File: config.mk
export PLATFORM = sky130hd
export DESIGN_NAME = group_accumulate_ctrl
export DESIGN_NICKNAME = d
export VERILOG_FILES = /design/src/rtl/group_accumulate_ctrl.sv
export SDC_FILE = /design/constraint.sdc
export NUM_CORES = 1
export LEC_CHECK = 0
export ABC_AREA = 1
export ABC_CLOCK_PERIOD_IN_PS = 4700
export CAP_MARGIN = 25
export CORE_MARGIN = 2
export CORE_UTILIZATION = 53
export CTS_BUF_LIST = sky130_fd_sc_hd__clkbuf_8
export DETAILED_ROUTE_END_ITERATION = 6
export PLACE_DENSITY_LB_ADDON = 0.25
export SLEW_MARGIN = 15
export SYNTH_ARGS = -nofsm -noshare
export SYNTH_HDL_FRONTEND = slang
export SYNTH_SLANG_ARGS = --single-unit
File: constraint.sdc
create_clock -name clock -period 4.7 [get_ports clock]
set_clock_uncertainty 0.1 [all_clocks]
set_input_delay 0.94 -clock clock [delete_from_list [all_inputs] [get_ports clock]]
set_output_delay 0.94 -clock clock [all_outputs]
set_load 0.02 [all_outputs]
File: src/rtl/group_accumulate_ctrl.sv
// Purpose : walks memory in NUM_GROUPS groups of GROUP words, writes one modulo-2**DATA_W sum per group.
// Latency : NUM_GROUPS*(2+W*(READ_LAT+1)) cycles from first CLEAR to final WRITE; ready pulses one cycle later.
// Backpr. : none; memory is assumed always ready, start is only honoured in IDLE and ignored while busy.
module group_accumulate_ctrl #(
  parameter int DATA_W     = 8,
  parameter int ADDR_W     = 6,
  parameter int GROUP      = 8,
  parameter int NUM_GROUPS = 4,
  parameter int OUT_BASE   = 32,
  parameter int READ_LAT   = 1
) (
  input  logic              clock,
  input  logic              reset_n,
  input  logic              start,
  input  logic              mode,
  output logic              busy,
  output logic              ready,
  output logic              overflow,
  output logic [ADDR_W-1:0] mem_address,
  output logic              mem_read_enable,
  input  logic [DATA_W-1:0] mem_read_data,
  output logic              mem_write_enable,
  output logic [DATA_W-1:0] mem_write_data
);

  // g counts groups, k counts words inside a group, wcnt counts extra read-latency cycles
  localparam int GW  = (NUM_GROUPS > 1) ? $clog2(NUM_GROUPS) : 1;
  localparam int KW  = $clog2(GROUP);
  localparam int WCW = (READ_LAT > 2) ? $clog2(READ_LAT - 1) : 1;

  typedef enum logic [2:0] {
    S_IDLE,
    S_CLEAR,
    S_READ,
    S_WAIT,
    S_LOAD,
    S_WRITE,
    S_DONE
  } state_t;

  state_t            state;
  logic              mode_q;
  logic [GW-1:0]     g;
  logic [KW-1:0]     k;
  logic [WCW-1:0]    wcnt;
  logic [DATA_W-1:0] acc;

  logic [ADDR_W-1:0] grp_base;
  logic [ADDR_W-1:0] rd_addr;
  logic [ADDR_W-1:0] rd_addr_next;
  logic [ADDR_W-1:0] wr_addr;
  logic [KW-1:0]     k_inc;
  logic [KW-1:0]     k_last;
  logic              g_last;
  logic [DATA_W:0]   sum;

  // Address arithmetic, last-word index for the latched mode and the carry-extended sum
  always_comb begin
    grp_base     = ADDR_W'(g) * ADDR_W'(GROUP);
    k_inc        = k + KW'(1);
    rd_addr      = grp_base + ADDR_W'(k);
    rd_addr_next = grp_base + ADDR_W'(k_inc);
    // Mode 0 keeps the last word of the group as the destination, so it is never read
    k_last       = mode_q ? KW'(GROUP - 1) : KW'(GROUP - 2);
    wr_addr      = mode_q ? (ADDR_W'(OUT_BASE) + ADDR_W'(g))
                          : (grp_base + ADDR_W'(GROUP - 1));
    g_last       = (g == GW'(NUM_GROUPS - 1));
    sum          = {1'b0, acc} + {1'b0, mem_read_data};
  end

  // Sequencer: every output is registered and set on the transition into the state that owns it
  always_ff @(posedge clock or negedge reset_n) begin
    if (!reset_n) begin
      state            <= S_IDLE;
      mode_q           <= 1'b0;
      g                <= '0;
      k                <= '0;
      wcnt             <= '0;
      acc              <= '0;
      busy             <= 1'b0;
      ready            <= 1'b0;
      overflow         <= 1'b0;
      mem_address      <= '0;
      mem_read_enable  <= 1'b0;
      mem_write_enable <= 1'b0;
      mem_write_data   <= '0;
    end else begin
      case (state)
        S_IDLE: begin
          ready <= 1'b0;
          if (start) begin
            mode_q   <= mode;
            overflow <= 1'b0;
            g        <= '0;
            k        <= '0;
            busy     <= 1'b1;
            state    <= S_CLEAR;
          end
        end

        S_CLEAR: begin
          acc             <= '0;
          mem_address     <= rd_addr;
          mem_read_enable <= 1'b1;
          state           <= S_READ;
        end

        S_READ: begin
          mem_read_enable <= 1'b0;
          wcnt            <= '0;
          state           <= (READ_LAT > 1) ? S_WAIT : S_LOAD;
        end

        S_WAIT: begin
          if (wcnt == WCW'(READ_LAT - 2)) begin
            state <= S_LOAD;
          end else begin
            wcnt <= wcnt + WCW'(1);
          end
        end

        S_LOAD: begin
          acc <= sum[DATA_W-1:0];
          if (sum[DATA_W]) begin
            overflow <= 1'b1;
          end
          if (k < k_last) begin
            k               <= k_inc;
            mem_address     <= rd_addr_next;
            mem_read_enable <= 1'b1;
            state           <= S_READ;
          end else begin
            // Write data takes the fresh sum so the last word is included
            mem_address      <= wr_addr;
            mem_write_enable <= 1'b1;
            mem_write_data   <= sum[DATA_W-1:0];
            state            <= S_WRITE;
          end
        end

        S_WRITE: begin
          mem_write_enable <= 1'b0;
          if (!g_last) begin
            g     <= g + GW'(1);
            k     <= '0;
            state <= S_CLEAR;
          end else begin
            busy  <= 1'b0;
            ready <= 1'b1;
            state <= S_DONE;
          end
        end

        S_DONE: begin
          ready <= 1'b0;
          state <= S_IDLE;
        end

        default: state <= S_IDLE;
      endcase
    end
  end

endmodule

* After elaboration in Yosys (flattened, before gate mapping)
Cells that the tools add are included.
Operators by class: $add $sub $neg 8, magnitude comparators 1, eq/ne operators 14, multiplexer cells 31, bitwise operators 1, reductions and logical operators 20
Operator list (number):
- 3-bit 2-to-1 mux | 7
- 3-bit one-hot mux with 6 select lines | 1
- 8-bit one-hot mux with 2 select lines | 1
- 2-bit inequality test, second input constant | 7
- 5-bit by 3-bit adder with 6-bit output | 2
- 6-bit 2-to-1 mux | 2
- 6-bit one-hot mux with 2 select lines | 1
- 2-bit AND reduction | 6
- 2-bit nonzero test | 6
- 1-bit one-hot mux with 2 select lines | 5
- 8-bit by 8-bit adder with 9-bit output | 1
- 3-bit == test, second input constant | 3
- 1-bit 2-to-1 mux | 9
- 3-bit one-hot mux with 3 select lines | 1
- 3-bit AND reduction | 3
- 5-bit by 3-bit adder with 6-bit output, second input constant | 1
- 6-bit by 2-bit adder with 6-bit output, first input constant | 1
- 3-bit by 2-bit == test with 1-bit output, second input constant | 2
- 3-bit nonzero test | 2
- 2-bit 2-to-1 mux | 2
- 2-bit one-hot mux with 2 select lines | 1
- 4-bit AND reduction | 1
- 3-bit by 1-bit adder with 3-bit output, second input constant | 1
- 3-bit by 1-bit == test with 1-bit output, second input constant | 1
- other kinds (8) | 8
Storage, ports and cells: flip-flop bits (word level) 37, input bits 12, output and inout bits 19, word-level logic and storage cells 88

* Logic depth before layout (Yosys ltp)
Gate-level depths: netlist (run 1).
word-level depth 4, depth in mapped cells 10, depth with buffers taken out 10

* Worst setup path after synthesis (run 1)
Ideal clock, no wire load.
path kind in2reg, start point input mem_read_data[0], end point register mem_write_data[4], setup time 0.125 ns, arrival 1.970 ns, required time 4.475 ns, path slack 2.505 ns, cell stages on the path 6, path buffers 0, cells stage by stage ha_1 > fa_1 > nand3_1 > nand2_1 > xnor2_1 > o21ai_1
Between the ends: longest elaborated chain between the ends 1
Ends and longest elaborated chain:
- from (decl) | RTL line 21 | input logic [DATA_W-1:0] mem_read_data,
- 8-bit by 8-bit adder with 9-bit output | RTL line 68 | sum = {1'b0, acc} + {1'b0, mem_read_data};
- to (signal assigned) | RTL line 136 | mem_write_data <= sum[DATA_W-1:0];
- to (decl) | RTL line 23 | output logic [DATA_W-1:0] mem_write_data
Every way passes these cells. A chain may end at the register's enable or synchronous reset.

* Final worst setup path (run 1)
Same ends and word-level chain as after synthesis.

==> results of run 1 <==
[power breakdown]
| group | internal, µW | leakage, µW | switching (µW) |
|---|---|---|---|
| clock network | 114 | 0.0000485 | 107 |
| registers | 443 | 0.000467 | 91.8 |
| logic | 324 | 0.000792 | 493 |
[per-stage QoR]
step / instance area, µm² / setup slack [ns] / hold WS, ns / util (%)
floorplan: 2040 / 2.50 / 0.353 / -
global placement: 2370 / 2.01 / 0.358 / 64.2
CTS: 2450 / 2.28 / 0.374 / 66.6
detailed placement: 2370 / 1.96 / 0.357 / 64.2
finish: 2450 / 2.27 / 0.371 / 66.6
global route: 2450 / 2.13 / 0.405 / 66.6
[cell type report]
| type | count | share of cell area [%] |
|---|---|---|
| Clock inverter | 1 | 0.153 |
| Tap cell | 48 | 2.45 |
| Multi-Input combinational cell | 173 | 38.9 |
| Inverter | 30 | 4.89 |
| Timing Repair Buffer | 31 | 12.5 |
| Sequential cell | 37 | 37.7 |
| Clock buffer | 6 | 3.36 |
[kinds of logic after synthesis]
kind of cell             count (synthesis)  share of synthesized area [%]
AO/OA/AOI/OAI                           34                           10.4
XOR/XNOR                                 4                           1.72
adder cells (fa/ha/maj)                 11                           7.12
buffers and inverters                   33                           7.73
flip-flops                              37                           45.4
AND/OR/NAND/NOR                        124                           27.6
[sequential cells by signal, indices dropped and copies added, names as in the netlist]
register / flops
mem_write_data: 8
state: 3
ready: 1
busy: 1
mode_q: 1
overflow: 1
mem_write_enable: 1
mem_address: 6
g: 2
k: 3
mem_read_enable: 1
wcnt: 1
acc: 8
[worst max-delay path, cell delays in order]
cell             delay (ns)
clkdlybuf4s50_1        0.41
ha_1                   0.23
fa_1                   0.40
nand3_1                0.08
nand2_1                0.10
xnor2_1                0.25
o21ai_1                0.09
[cells in the mapped netlist (all sizes together)]
cell	number
ha	10
buf	3
nand3	18
a21oi	10
o2111ai	1
fa	1
inv	30
o21ai	22
nand3b	1
xnor2	3
xor2	1
dfrtp	37
nor2	17
a31oi	1
nand2	88
[final timing paths]
kind                       cells after the start  slack (ns)                end        startpoint
max                                            7        2.27  mem_write_data[4]  mem_read_data[0]
max reg2reg                                    6        2.97  mem_write_data[4]            acc[0]
min in group asynchronous                      2        0.97    mem_read_enable           reset_n
min reg2reg                                    2        0.37               busy              busy
max in group asynchronous                      2        3.20               g[0]           reset_n
min                                            2        0.37               busy              busy
[layer usage]
layer / track usage [%] / vias up
met1: 29.9 / 766
li1: - / 847
met2: 35.5 / 43
met5: 0 / -
met3: 5.62 / 7
met4: 6.89 / 0
==> results.ini, run 1 <==
[run_status]
status = finished, final reports clean

[synthesis]
synth_top_area_cell = dfrtp_1
yosys_warnings = 0
synthesis.nets = 266
synth_seq_cells = 37
synth_area_mm2 = 0.00204
seq_area_frac_synth_pct = 45.4
synth_cells = 243
yosys.area.top_type_share_pct = 45.4
syn_area_per_cell_um2 = 8.39
ys_types = 27
yosys-top-cells-area = dfrtp_1 45%, nand2_1 15%, ha_1 6.1%

[global_routing]
grt_max_degree = 38
grt_pass1_wl_um = 7340
grt-ovfl-total = 0
first_global_vias = 1653
grt_usage_pct = 22.2
antenna_found_initial = 0

[clocking]
insertion_delay_ns = 0.29
cts.sinks = 37
ctsLongestPathBuffers = 2
htreeDepth = 2
cts_resized = 0
cts_root_buf = clkbuf_8
cts-buffers-inserted = 5
cts_setup_buffers = 0
cts_tree = done
ctsHoldBuffers = 0
path_clk_slew_ns = 0.07

[drt]
first_pass_iters = 5
ant_nets = 0
via_per_inst = 5.10
route.vias.total = 1663
drt-met1-wl_um = 1950
wl_per_cell_um = 12.6
drc = 0
drt_iter0_markers = 116
dr_wl_met3_um = 190
wl_um = 4100
dr.max_layer_used = met4
wl_met2_um = 1900

[floorplan]
fp.dieW_um = 66.0
dieArea_mm2 = 0.00436
ios = 31
floorplan.initialDensity_pct = 55.3
die_h_um = 66.0
row_count = 22
core_area_mm2 = 0.00369

[final_layout]
diodes = 0
final_common_cell = nand2_1
drive_above_1_share_pct = 11.5
most-common-layout-cells = 79 x nand2_1, 37 x dfrtp_1, 30 x clkdlybuf4s50_1
final_cells = 326
syn_to_final_growth_pct = 20.4
fillers = 327
multi_input_area_um2 = 955
seq_area_um2 = 926
nets = 301

[setup_path]
crit_fanout = 3
end_kind = flip-flop
cp_data_arrival_time_ns = 2.51
critPathLaunchType = input port
critPathRequiredTime_ns = 4.77
crit_type = input port to flip-flop

[place]
dpl.hpwl_um = 2970
gp_congestion = 0.871
place_inst = 319
io_buffer_count = 30

[timing]
period_share_pct = 51.8
maxSlewHeadroom_pct = 69.1
rsz0062_at_grt = no
worst_pin_slew_ns = 0.464
setup-violations-final = 0
finalHoldViolCount = 0
slew_violations = 0
fin_tns_setup_ns = 0
fin_crit_ns = 2.43
max_freq_ghz = 0.411

[flow_run]
max-cap-violations = 0

[power]
p_total_uw = 1570
p_leak_uw = 0.00131
vdd_ir_drop_max_v = 0.000333
powerDensity_mw_per_mm2 = 641

[hold_path]
min_path_type = flip-flop to flip-flop

No activity file was read; power rests on OpenSTA's default activity.
==> run 2: changes to the inputs <==
--- a/config.mk
+++ b/config.mk
@@ -6,10 +6,10 @@
 export NUM_CORES = 1
 export LEC_CHECK = 0
 export ABC_AREA = 1
-export ABC_CLOCK_PERIOD_IN_PS = 4700
+export ABC_CLOCK_PERIOD_IN_PS = 2000
 export CAP_MARGIN = 25
 export CORE_MARGIN = 2
-export CORE_UTILIZATION = 53
+export CORE_UTILIZATION = 50
 export CTS_BUF_LIST = sky130_fd_sc_hd__clkbuf_8
 export DETAILED_ROUTE_END_ITERATION = 6
 export PLACE_DENSITY_LB_ADDON = 0.25
==> constraint.sdc (replaced) <==
create_clock -name clock -period 2 [get_ports clock]
set_clock_uncertainty 0.1 [all_clocks]
set_input_delay 0.4 -clock clock [delete_from_list [all_inputs] [get_ports clock]]
set_output_delay 0.4 -clock clock [all_outputs]
set_load 0.02 [all_outputs]
==> run 2 against run 1 <==
Compared with the run above:
- global-route usage fell by 1.6 points
- clock power up 140%
- sequential share of layout area shrank 0.077 points
- register-to-register slack worse by 2.7 ns
- clock-buffer cell count did not move
- final area grew 0.20%
- non-clock buffer count is 1 higher
- worst setup slack got worse by 2.2 ns
- first-iteration DRC count increased by 0.86%
- critical path type unchanged
- highest routed layer unchanged
==> results.ini, run 2 (synthesis gave the netlist of run 1 again) <==
[timing]
period_share_pct = 94.8
fin_ws_ns = 0.105  ; -2.16 ns
rsz0062_at_grt = no
slew_violations = 0  ; unchanged
worst_pin_slew_ns = 0.471  ; +0.00787 ns
finalHoldViolCount = 0  ; unchanged
hold_ws_ns = 0.0430  ; -0.328 ns
maxSlewHeadroom_pct = 68.6  ; -0.53 points
fin_crit_ns = 1.90
max_freq_ghz = 0.528
setup-violations-final = 0  ; unchanged

[drt]
first_pass_iters = 4  ; -1
drc = 0  ; unchanged
via_per_inst = 5.02  ; -1.6%
route.vias.total = 1652  ; -0.66%
wl_um = 4130  ; +0.76%
ant_nets = 0  ; unchanged
drt_iter0_markers = 117  ; +0.86%
wl_per_cell_um = 12.5  ; -0.16%

[floorplan]
row_count = 23  ; +4.5%
dieArea_mm2 = 0.00460  ; +5.6%
floorplan.initialDensity_pct = 51.3  ; -3.9 points
die_h_um = 67.8  ; +2.8%
core_area_mm2 = 0.00397  ; +7.7%
ios = 31  ; unchanged
fp.dieW_um = 67.8  ; +2.8%

[place]
gp_congestion = 0.818  ; -6.1%
place_inst = 322  ; +0.94%
dpl.hpwl_um = 2950  ; -0.96%
io_buffer_count = 30  ; unchanged
dp_worst_setup_slack_ns = -0.211  ; -2.17 ns

[setup_path]
crit_buf_inv = 1  ; unchanged
critPathTopFamily = adder cells
end_kind = flip-flop
crit_type = input port to flip-flop
critPathLaunchType = input port
cp_data_arrival_time_ns = 1.98  ; -0.53 ns
crit_fanout = 3  ; unchanged
path_cells = clkdlybuf4s50_1 > ha_1 > fa_1 > nand3_1 > nand2_1 > nand2_1 > nand3_1 > nand3_1 > nand2_1
slowest_stage = clkdlybuf4s50_1
critPathRequiredTime_ns = 2.09  ; -2.68 ns
critPathMaxStageDelay_ns = 0.41  ; about the same

[final_layout]
nets = 302  ; +0.33%
diodes = 0  ; unchanged
most-common-layout-cells = 79 x nand2_1, 37 x dfrtp_1, 29 x clkdlybuf4s50_1
final_common_cell = nand2_1
final_cells = 329  ; +0.92%
syn_to_final_growth_pct = 20.7
top_regs = acc (8), mem_write_data (8), mem_address (6)
drive_above_1_share_pct = 12.2  ; +0.68 points

[global_routing]
first_global_vias = 1642  ; -0.67%
grt_usage_pct = 20.6  ; -1.6 points
grt-ovfl-total = 0  ; unchanged
grt_pass1_wl_um = 7050  ; -4.0%
grt_max_degree = 38  ; unchanged
antenna_found_initial = 0  ; unchanged

[clocking]
path_clk_slew_ns = 0.07  ; about the same
insertion_delay_ns = 0.29  ; about the same
cts_tree = done
cts_root_buf = clkbuf_8
cts_resized = 0  ; unchanged
cts_setup_buffers = 0  ; unchanged
cts.sinks = 37  ; unchanged
ctsHoldBuffers = 0  ; unchanged
ctsLongestPathBuffers = 2  ; unchanged
cts-buffers-inserted = 5  ; unchanged
htreeDepth = 2  ; unchanged

[power]
powerDensity_mw_per_mm2 = 1510  ; +140%
p_clk_share_pct = 14.1  ; about the same
seq_power_share_pct = 34.0  ; about the same
combPwrFrac_pct = 51.9  ; about the same
p_leak_uw = 0.00131  ; +0.37%
power_switching_uw = 1630  ; +140%
vdd_ir_drop_max_v = 0.000746  ; +120%
power.share.switching_pct = 43.9  ; -0.081 points
internal_power_uw = 2080  ; +140%

[run_status]
status = finished, final reports clean

[flow_run]
max-cap-violations = 0  ; unchanged

[hold_path]
min_path_type = input port to asynchronous set/reset pin

## run 2: cell count changes in the layout (fill, tap and decap cells not counted), sizes merged
cell | before | now
buf | 1 | 3
clkdlybuf4s50 | 30 | 29
## run 2: power by group through the flow
stage | logic [µW] | registers [µW] | clock network [µW]
final | 1930 | 1260 | 523
after global routing | 2170 | 1290 | 566
after CTS | 1940 | 1260 | 538
after detailed placement | 1930 | 1270 | 0
after global placement | 1900 | 1260 | 0
after floorplan | 1220 | 1410 | 0
## run 2: path summary, 6_finish.rpt
check	start	to	slack [ns]	depth (start not counted)
worst max register to register	acc[0]	acc[6]	0.26	8
worst max-delay path	mem_read_data[0]	acc[6]	0.10	9
min in group clock	busy	busy	0.38	2
worst min register to register	busy	busy	0.38	2
worst min-delay path	reset_n	acc[0]	0.04	2
max in group asynchronous	reset_n	state[1]	1.43	2
## run 2: area by class of cell
cell class                 count  area (µm²)
fill                         363        1510
multi-input combinational    173         955
sequential                    37         926
timing repair buffer          32         310
inverter                      30         120
clock buffer                   6        82.6
tap                           50        62.6
clock inverter                 1        3.75
## run 2: per-layer routing
metal	vias up	global-route usage [%]	part of all wire, %
li1	847	-	-
met1	770	26.0	46
met2	28	34.3	48
met3	7	4.28	4.3
met4	0	9.00	1.7
met5	-	0	0
## run 2: stage by stage
step	setup TNS [ns]	instance area, µm²	power [µW]	utilization, %
after detailed placement	-1.09	2370	3200	59.8
after global routing	0	2460	4030	61.9
final	0	2460	3710	61.9
after global placement	-0.688	2370	3160	59.8
after CTS	0	2460	3740	61.9
after floorplan	0	2040	2640	-
